**src/rtl/ram_port_arbiter_if.sv**
```systemverilog
// Bundles the CPU, debug and RAM-side signals of the RAM port arbiter.
// The arbiter takes the slave view (serves CPU/debug, drives the RAM).
// The environment (CPU core, debug unit, RAM model) takes the master view.
interface ram_port_arbiter_if;
  // CPU side
  logic       cpu_load;
  logic       cpu_save;
  logic [7:0] cpu_addr;
  logic [7:0] cpu_wdata;
  logic [7:0] cpu_rdata;
  logic       cpu_stall;
  // Debug side
  logic       dbg_req;
  logic       dbg_we;
  logic [7:0] dbg_addr;
  logic [7:0] dbg_wdata;
  logic       dbg_gnt;
  logic [7:0] dbg_rdata;
  logic       dbg_rvalid;
  // RAM side
  logic       ram_load;
  logic       ram_save;
  logic [7:0] ram_addr;
  logic [7:0] ram_wdata;
  logic [7:0] ram_rdata;

  modport slave (
    input  cpu_load, cpu_save, cpu_addr, cpu_wdata,
    output cpu_rdata, cpu_stall,
    input  dbg_req, dbg_we, dbg_addr, dbg_wdata,
    output dbg_gnt, dbg_rdata, dbg_rvalid,
    output ram_load, ram_save, ram_addr, ram_wdata,
    input  ram_rdata
  );

  modport master (
    output cpu_load, cpu_save, cpu_addr, cpu_wdata,
    input  cpu_rdata, cpu_stall,
    output dbg_req, dbg_we, dbg_addr, dbg_wdata,
    input  dbg_gnt, dbg_rdata, dbg_rvalid,
    input  ram_load, ram_save, ram_addr, ram_wdata,
    output ram_rdata
  );
endinterface

```
**src/rtl/ram_port_arbiter.sv**
```systemverilog
// Shares one 256x8 RAM port between a CPU and a debug unit; CPU has priority.
// Latency: CPU path and debug grant are combinational; debug read data arrives one cycle after grant.
// Backpressure: debug waits while the CPU is busy, but is force-granted after MAX_WAIT starved cycles (CPU is stalled then).
// Optional feature: define RAM_ARB_STATS_EN to add the saturating 8-bit stall_count output.
module ram_port_arbiter #(
  parameter int    UUID     = 0,
  parameter string NAME     = "",
  parameter int    MAX_WAIT = 4
) (
  input  logic                clk,
  input  logic                rst,
  ram_port_arbiter_if.slave   bus
`ifdef RAM_ARB_STATS_EN
  ,
  output logic [7:0]          stall_count
`endif
);

  typedef enum logic [1:0] {
    IDLE    = 2'd0,
    PENDING = 2'd1,
    RESP    = 2'd2
  } state_t;

  localparam logic [3:0] WAIT_LIMIT = 4'(MAX_WAIT);

  state_t     state;
  logic [3:0] wait_cnt;
  logic [3:0] wait_eff;
  logic [7:0] dbg_rdata_q;
  logic       cpu_active;
  logic       gnt;

  assign cpu_active = bus.cpu_load | bus.cpu_save;
  // The reset cycle arbitrates as if nothing had been starved yet.
  assign wait_eff   = rst ? 4'd0 : wait_cnt;
  assign gnt        = bus.dbg_req & (~cpu_active | (wait_eff == WAIT_LIMIT));

  assign bus.dbg_gnt    = gnt;
  assign bus.dbg_rdata  = dbg_rdata_q;
  assign bus.dbg_rvalid = (state == RESP);

  // Steer the RAM port to the debug unit on grant, otherwise pass the CPU straight through.
  always_comb begin
    bus.ram_addr  = bus.cpu_addr;
    bus.ram_wdata = bus.cpu_wdata;
    bus.ram_save  = bus.cpu_save;
    bus.ram_load  = bus.cpu_load;
    bus.cpu_stall = 1'b0;
    bus.cpu_rdata = bus.cpu_load ? bus.ram_rdata : 8'h00;
    if (gnt) begin
      bus.ram_addr  = bus.dbg_addr;
      bus.ram_wdata = bus.dbg_wdata;
      bus.ram_save  = bus.dbg_we;
      bus.ram_load  = ~bus.dbg_we;
      bus.cpu_stall = cpu_active;
      bus.cpu_rdata = 8'h00;
    end
  end

  // Debug-side FSM: tracks starvation, captures granted read data and raises rvalid one cycle later.
  always_ff @(posedge clk) begin
    if (rst) begin
      state       <= IDLE;
      wait_cnt    <= 4'd0;
      dbg_rdata_q <= 8'h00;
    end else begin
      if (gnt && !bus.dbg_we) begin
        state       <= RESP;
        dbg_rdata_q <= bus.ram_rdata;
      end else if (bus.dbg_req && !gnt) begin
        state <= PENDING;
      end else begin
        state <= IDLE;
      end

      if (gnt || !bus.dbg_req) begin
        wait_cnt <= 4'd0;
      end else if (wait_cnt != WAIT_LIMIT) begin
        wait_cnt <= wait_cnt + 4'd1;
      end
    end
  end

`ifdef RAM_ARB_STATS_EN
  // Count cycles in which the CPU was refused, saturating at 255.
  always_ff @(posedge clk) begin
    if (rst) begin
      stall_count <= 8'd0;
    end else if (bus.cpu_stall && stall_count != 8'hFF) begin
      stall_count <= stall_count + 8'd1;
    end
  end
`endif

endmodule

```
**src/flat_wrapper.sv**
```systemverilog
// flat-port wrapper written by rule: the top's interface ports become plain ports
module ram_port_arbiter_flat 
#(
  parameter int    UUID     = 0,
  parameter string NAME     = "",
  parameter int    MAX_WAIT = 4
)
  (clk, rst, bus_cpu_load, bus_cpu_save, bus_cpu_addr, bus_cpu_wdata, bus_cpu_rdata, bus_cpu_stall, bus_dbg_req, bus_dbg_we, bus_dbg_addr, bus_dbg_wdata, bus_dbg_gnt, bus_dbg_rdata, bus_dbg_rvalid, bus_ram_load, bus_ram_save, bus_ram_addr, bus_ram_wdata, bus_ram_rdata);
  ram_port_arbiter_if bus_i ();
  input  logic clk;
  input  logic rst;
  input wire logic [$bits(bus_i.cpu_load)-1:0] bus_cpu_load;
  input wire logic [$bits(bus_i.cpu_save)-1:0] bus_cpu_save;
  input wire logic [$bits(bus_i.cpu_addr)-1:0] bus_cpu_addr;
  input wire logic [$bits(bus_i.cpu_wdata)-1:0] bus_cpu_wdata;
  output wire logic [$bits(bus_i.cpu_rdata)-1:0] bus_cpu_rdata;
  output wire logic [$bits(bus_i.cpu_stall)-1:0] bus_cpu_stall;
  input wire logic [$bits(bus_i.dbg_req)-1:0] bus_dbg_req;
  input wire logic [$bits(bus_i.dbg_we)-1:0] bus_dbg_we;
  input wire logic [$bits(bus_i.dbg_addr)-1:0] bus_dbg_addr;
  input wire logic [$bits(bus_i.dbg_wdata)-1:0] bus_dbg_wdata;
  output wire logic [$bits(bus_i.dbg_gnt)-1:0] bus_dbg_gnt;
  output wire logic [$bits(bus_i.dbg_rdata)-1:0] bus_dbg_rdata;
  output wire logic [$bits(bus_i.dbg_rvalid)-1:0] bus_dbg_rvalid;
  output wire logic [$bits(bus_i.ram_load)-1:0] bus_ram_load;
  output wire logic [$bits(bus_i.ram_save)-1:0] bus_ram_save;
  output wire logic [$bits(bus_i.ram_addr)-1:0] bus_ram_addr;
  output wire logic [$bits(bus_i.ram_wdata)-1:0] bus_ram_wdata;
  input wire logic [$bits(bus_i.ram_rdata)-1:0] bus_ram_rdata;
  assign bus_i.cpu_load = bus_cpu_load;
  assign bus_i.cpu_save = bus_cpu_save;
  assign bus_i.cpu_addr = bus_cpu_addr;
  assign bus_i.cpu_wdata = bus_cpu_wdata;
  assign bus_cpu_rdata = bus_i.cpu_rdata;
  assign bus_cpu_stall = bus_i.cpu_stall;
  assign bus_i.dbg_req = bus_dbg_req;
  assign bus_i.dbg_we = bus_dbg_we;
  assign bus_i.dbg_addr = bus_dbg_addr;
  assign bus_i.dbg_wdata = bus_dbg_wdata;
  assign bus_dbg_gnt = bus_i.dbg_gnt;
  assign bus_dbg_rdata = bus_i.dbg_rdata;
  assign bus_dbg_rvalid = bus_i.dbg_rvalid;
  assign bus_ram_load = bus_i.ram_load;
  assign bus_ram_save = bus_i.ram_save;
  assign bus_ram_addr = bus_i.ram_addr;
  assign bus_ram_wdata = bus_i.ram_wdata;
  assign bus_i.ram_rdata = bus_ram_rdata;
  ram_port_arbiter #(.UUID(UUID), .NAME(NAME), .MAX_WAIT(MAX_WAIT)) u_core (.clk(clk), .rst(rst), .bus(bus_i));
endmodule
```
**config.mk**
```make
export PLATFORM = sky130hd
export DESIGN_NAME = ram_port_arbiter_flat
export DESIGN_NICKNAME = d
export VERILOG_FILES = /design/src/rtl/ram_port_arbiter_if.sv /design/src/rtl/ram_port_arbiter.sv /design/src/flat_wrapper.sv
export SDC_FILE = /design/constraint.sdc
export NUM_CORES = 1
export LEC_CHECK = 0
export BUFFER_PORTS_ARGS = -buffer_cell sky130_fd_sc_hd__buf_4
export CAP_MARGIN = 25
export CORE_MARGIN = 2
export CORE_UTILIZATION = 45
export CTS_CLUSTER_SIZE = 40
export DETAILED_ROUTE_END_ITERATION = 12
export GPL_ROUTABILITY_DRIVEN = 0
export GPL_TIMING_DRIVEN = 0
export PLACE_DENSITY = 0.81
export REMOVE_ABC_BUFFERS = 1
export SLEW_MARGIN = 20
export SYNTH_ARGS = -nofsm -noshare
export SYNTH_HDL_FRONTEND = slang
export SYNTH_SLANG_ARGS = --single-unit
```
**constraint.sdc**
```tcl
create_clock -name clk -period 2.9 [get_ports clk]
set_input_delay 0.29 -clock clk [delete_from_list [all_inputs] [get_ports clk]]
set_output_delay 0.29 -clock clk [all_outputs]
set_load 0.005 [all_outputs]
```
==> results by group <==
Route
  – DRC violations left: 0
  – Total number of vias: roughly 1.6k
  – Final ANT Viol Nets: 0
  – Vias per inst: approximately 5.5
  – Initial DRC count: 66
  – WL final: slightly below 4000 µm
  – Drt first pass iters: 6
  – WL/cell: roughly 13 µm

STA
  – RSZ-0062 raised after global routing: no
  – Rel. slew slack: around two fifths
  – TNS Setup: 0 ns
  – Fin crit share: between 80% and 90%
  – Peak Freq: 0.4005 GHz
  – Fin. Hold Viols: 0
  – Fin. max-slew vios: 0
  – Final setup viols: 0
  – Setup Skew: about 0.0035 ns
  – Final min period: 2.497 ns
  – Slew @ Worst Pin: between 0.9 and 1 ns

Clock tree
  – Post-CTS Setup Bufs: 0
  – CTS clk-pin slew, worst paths: roughly 0.1 ns
  – Clk root buf: clkbuf_4
  – CTS Buffer Depth: 2
  – TritonCTS Buffers: 3
  – Post-CTS Resized: 0
  – CTS tree: done
  – CTS Hold Bufs: 0
  – Clk_lat worst skew: approximately 0.29 ns
  – H-Tree Depth: 1
  – # clock sinks: 14

Global routing
  – Initial antenna violation count: 0
  – Gr usage total: 20.98%
  – Grt ovf: 0
  – Vias in the first global route: 1437
  – First-pass GRT wire length: around 6100 µm
  – Largest net degree at the start of global routing: 58

Finish
  – Final Non-Filler Cells: just under 300
  – Area Overhead vs Synth: 39.80%
  – Final net count: 300
  – Most frequent cells in the layout: 82 x buf_4, 20 x nor2b_1, 19 x nand3_1
  – Fillers: ~280
  – Number of diodes: 0
  – Finished Cell Area: 2066 µm²
  – Commonest non-fill, non-tap cell in the layout: buf_4
  – Share of layout cells above drive strength 1: between 40% and 50%

Run
  – Maxcap violations: 0

Yosys
  – Compound-Gate Fraction of Synth Area: 23.96%
  – Synth Warn #: 0
  – Sequential area share after synthesis: between 10% and 20%
  – Fraction of the mapped netlist area in simple logic gates: a little under two fifths
  – Post-Synthesis Cell Area: 1478 µm²
  – Post-Synth XOR/XNOR Area: 0.5927%
  – Post-synthesis adder-cell area fraction: 1.693%
  – Yosys cell types: 34
  – Syn_area_per_cell: around 8.0 µm²
  – Post-Syn Instances: 185
  – Main combinational cell family by area after synthesis: simple AND/OR/NAND/NOR gates
  – Mux share of post-synthesis cell area: under 10%
  – Synth Register Bits: 14

Critical path
  – CP Class: flip-flop to primary output
  – Worst Path Max Fanout: 19
  – CP endpoint kind: primary output
  – Critical path arrival: roughly 2.2 ns
  – Buffers plus inverters on the worst setup path: 1
  – Crit path max-delay family: simple AND/OR/NAND/NOR gates
  – Startpoint types: flip-flop
  – Critical-path cell with the highest stage delay: nor2b_2
  – CP max stage delay: about 0.70 ns
  – Worst Path Required: between 2 and 3 ns
  – Crit-path cells: nor2b_2 -> a31oi_2 -> a31o_1 -> buf_4

Floorplan
  – Die area: between 3000 and 4000 µm²
  – Placeable Area: 3078 µm²
  – Num ports: slightly above 80
  – Die W: 61.31 µm
  – Die height: a little over 60 µm
  – FP Rows: 20
  – Starting Density: 48.01%

Hold path
  – Worst hold path type: input port to flip-flop

Placed design
  – Dpl hpwl: between 2000 and 3000 µm
  – PortBufs: slightly above 80
  – Area after DPL: roughly 2000 µm²
  – Cell Count Post-Placement: about 290

Power
  – Switching Fraction: between 30% and 40%
  – VDD IR max: approximately 0.0002 V
  – Flop pwr share: 35.6%
  – Internal power: slightly below 400 µW
  – Power Density: 272.4 nW/µm²
  – LEAKAGE: between 0.8 and 0.9 nW
  – P_sw: 172.1 µW
  – Comb pwr share: between 30% and 40%
  – Clock power frac: 26.5%

Status
  – Outcome: finished, final reports clean
[path summary, 6_finish.rpt]
check                                                     startpoint                              endpoint  slack [ns]  depth (start not counted)
worst max-delay path                 u_core.wait_cnt[2]$_SDFFE_PP0P_                          bus_ram_load        0.40                          4
worst min-delay path                                      bus_dbg_we            u_core.state[1]$_SDFF_PP0_        0.19                          2
worst min register to register  u_core.bus.dbg_rdata[2]$_SDFFE_PP0P_  u_core.bus.dbg_rdata[2]$_SDFFE_PP0P_        0.48                          2
worst max register to register       u_core.wait_cnt[3]$_SDFFE_PP0P_  u_core.bus.dbg_rdata[0]$_SDFFE_PP0P_        0.91                          3
[Yosys cell counts]
cell type  count  area [µm²]
nand3b_1       1       7.510
nand4_1       16       100.1
a31oi_2        1       12.51
clkbuf_1       4       15.01
o211a_1        1       10.01
buf_12         1       20.02
a32o_1         2       20.02
a31o_1         1       8.760
and4bb_1       1       12.51
nor2_1         2       7.510
a21oi_1        1       5.000
inv_1          4       15.01
a211oi_2       1       12.51
ha_1           2       25.02
or3_1          1       6.260
nor4b_2        1       15.01
buf_2         11       55.05
or2_1          1       6.260
o21ai_1        2       10.01
o211ai_2      10       125.1
nand2b_1      18       112.6
nand3_1       19       95.09
nor2_2         1       6.260
dfxtp_1       14       280.3
xnor2_1        1       8.760
o211ai_1       6       45.04
o21ai_0        1       5.000
nor2b_1       21       131.4
buf_4          2       15.01
a31oi_1       16       100.1
mux2i_1       10       100.1
nor3_2         1       10.01
and2_1         9       56.30
buf_6          2       22.52
[state kept, by name (all words and copies together), names as in the netlist]
name and cells:
u_core.state 2, u_core.bus.dbg_rdata 8, u_core.wait_cnt 4
[final cells by class]
cell class / instances / area, µm² / share of cell area [%]
Multi-Input combinational cell: 147 / 1064 / 51.48
Timing Repair Buffer: 82 / 615.6 / 29.80
Sequential cell: 14 / 280.3 / 13.57
Tap cell: 44 / 55.05 / 2.665
Clock buffer: 4 / 36.28 / 1.757
Inverter: 4 / 15.01 / 0.7268
[power groups by stage]
stage	registers [mW]	clock network, mW	logic (mW)
2_1_floorplan	0.204	0	0.0866
3_3_place_gp	0.204	0	0.210
3_5_place_dp	0.205	0	0.213
4_1_cts	0.200	0.150	0.214
5_1_grt	0.201	0.161	0.234
6_report	0.200	0.149	0.213
[metrics by stage]
step / hold slack (ns) / util [%] / setup slack [ns] / power (mW)
2_1_floorplan: 0.3614 / - / 0.9615 / 0.2906
3_5_place_dp: 0.4671 / 65.94 / 0.7077 / 0.4179
5_1_grt: 0.1918 / 67.11 / 0.2004 / 0.5967
6_report: 0.1928 / 67.11 / 0.4034 / 0.5626
3_3_place_gp: 0.4596 / 65.65 / 0.2318 / 0.4144
4_1_cts: 0.1880 / 67.11 / 0.3762 / 0.5642
[metal layers]
layer	routed length, µm	share of wire, %	global-route usage [%]	vias up
met5	0	0	0	-
met3	288	7.3	3.992	4
met1	1781	45	26.76	742
li1	-	-	-	818
met2	1849	47	36.17	56
met4	23	0.58	5.590	0
[worst reg2reg max path: cells and delay by family, from the launching register on]
| kind | cells | cell delay (ns) |
|---|---|---|
| AO/OA/AOI/OAI | 1 | 0.57 |
| multiplexers | 1 | 0.26 |
| AND/OR/NAND/NOR | 1 | 0.71 |
| flip-flops | 1 | 0.38 |
[logic make-up (layout without fill, tap and decap cells)]
family,Yosys count,count (layout)
AND/OR/NAND/NOR,92,92
AO/OA/AOI/OAI,42,42
adder cells (fa/ha/maj),2,2
buffers and inverters,24,90
multiplexers,10,10
XOR/XNOR,1,1
flip-flops,14,14
Power figures use the tool's default switching activity.
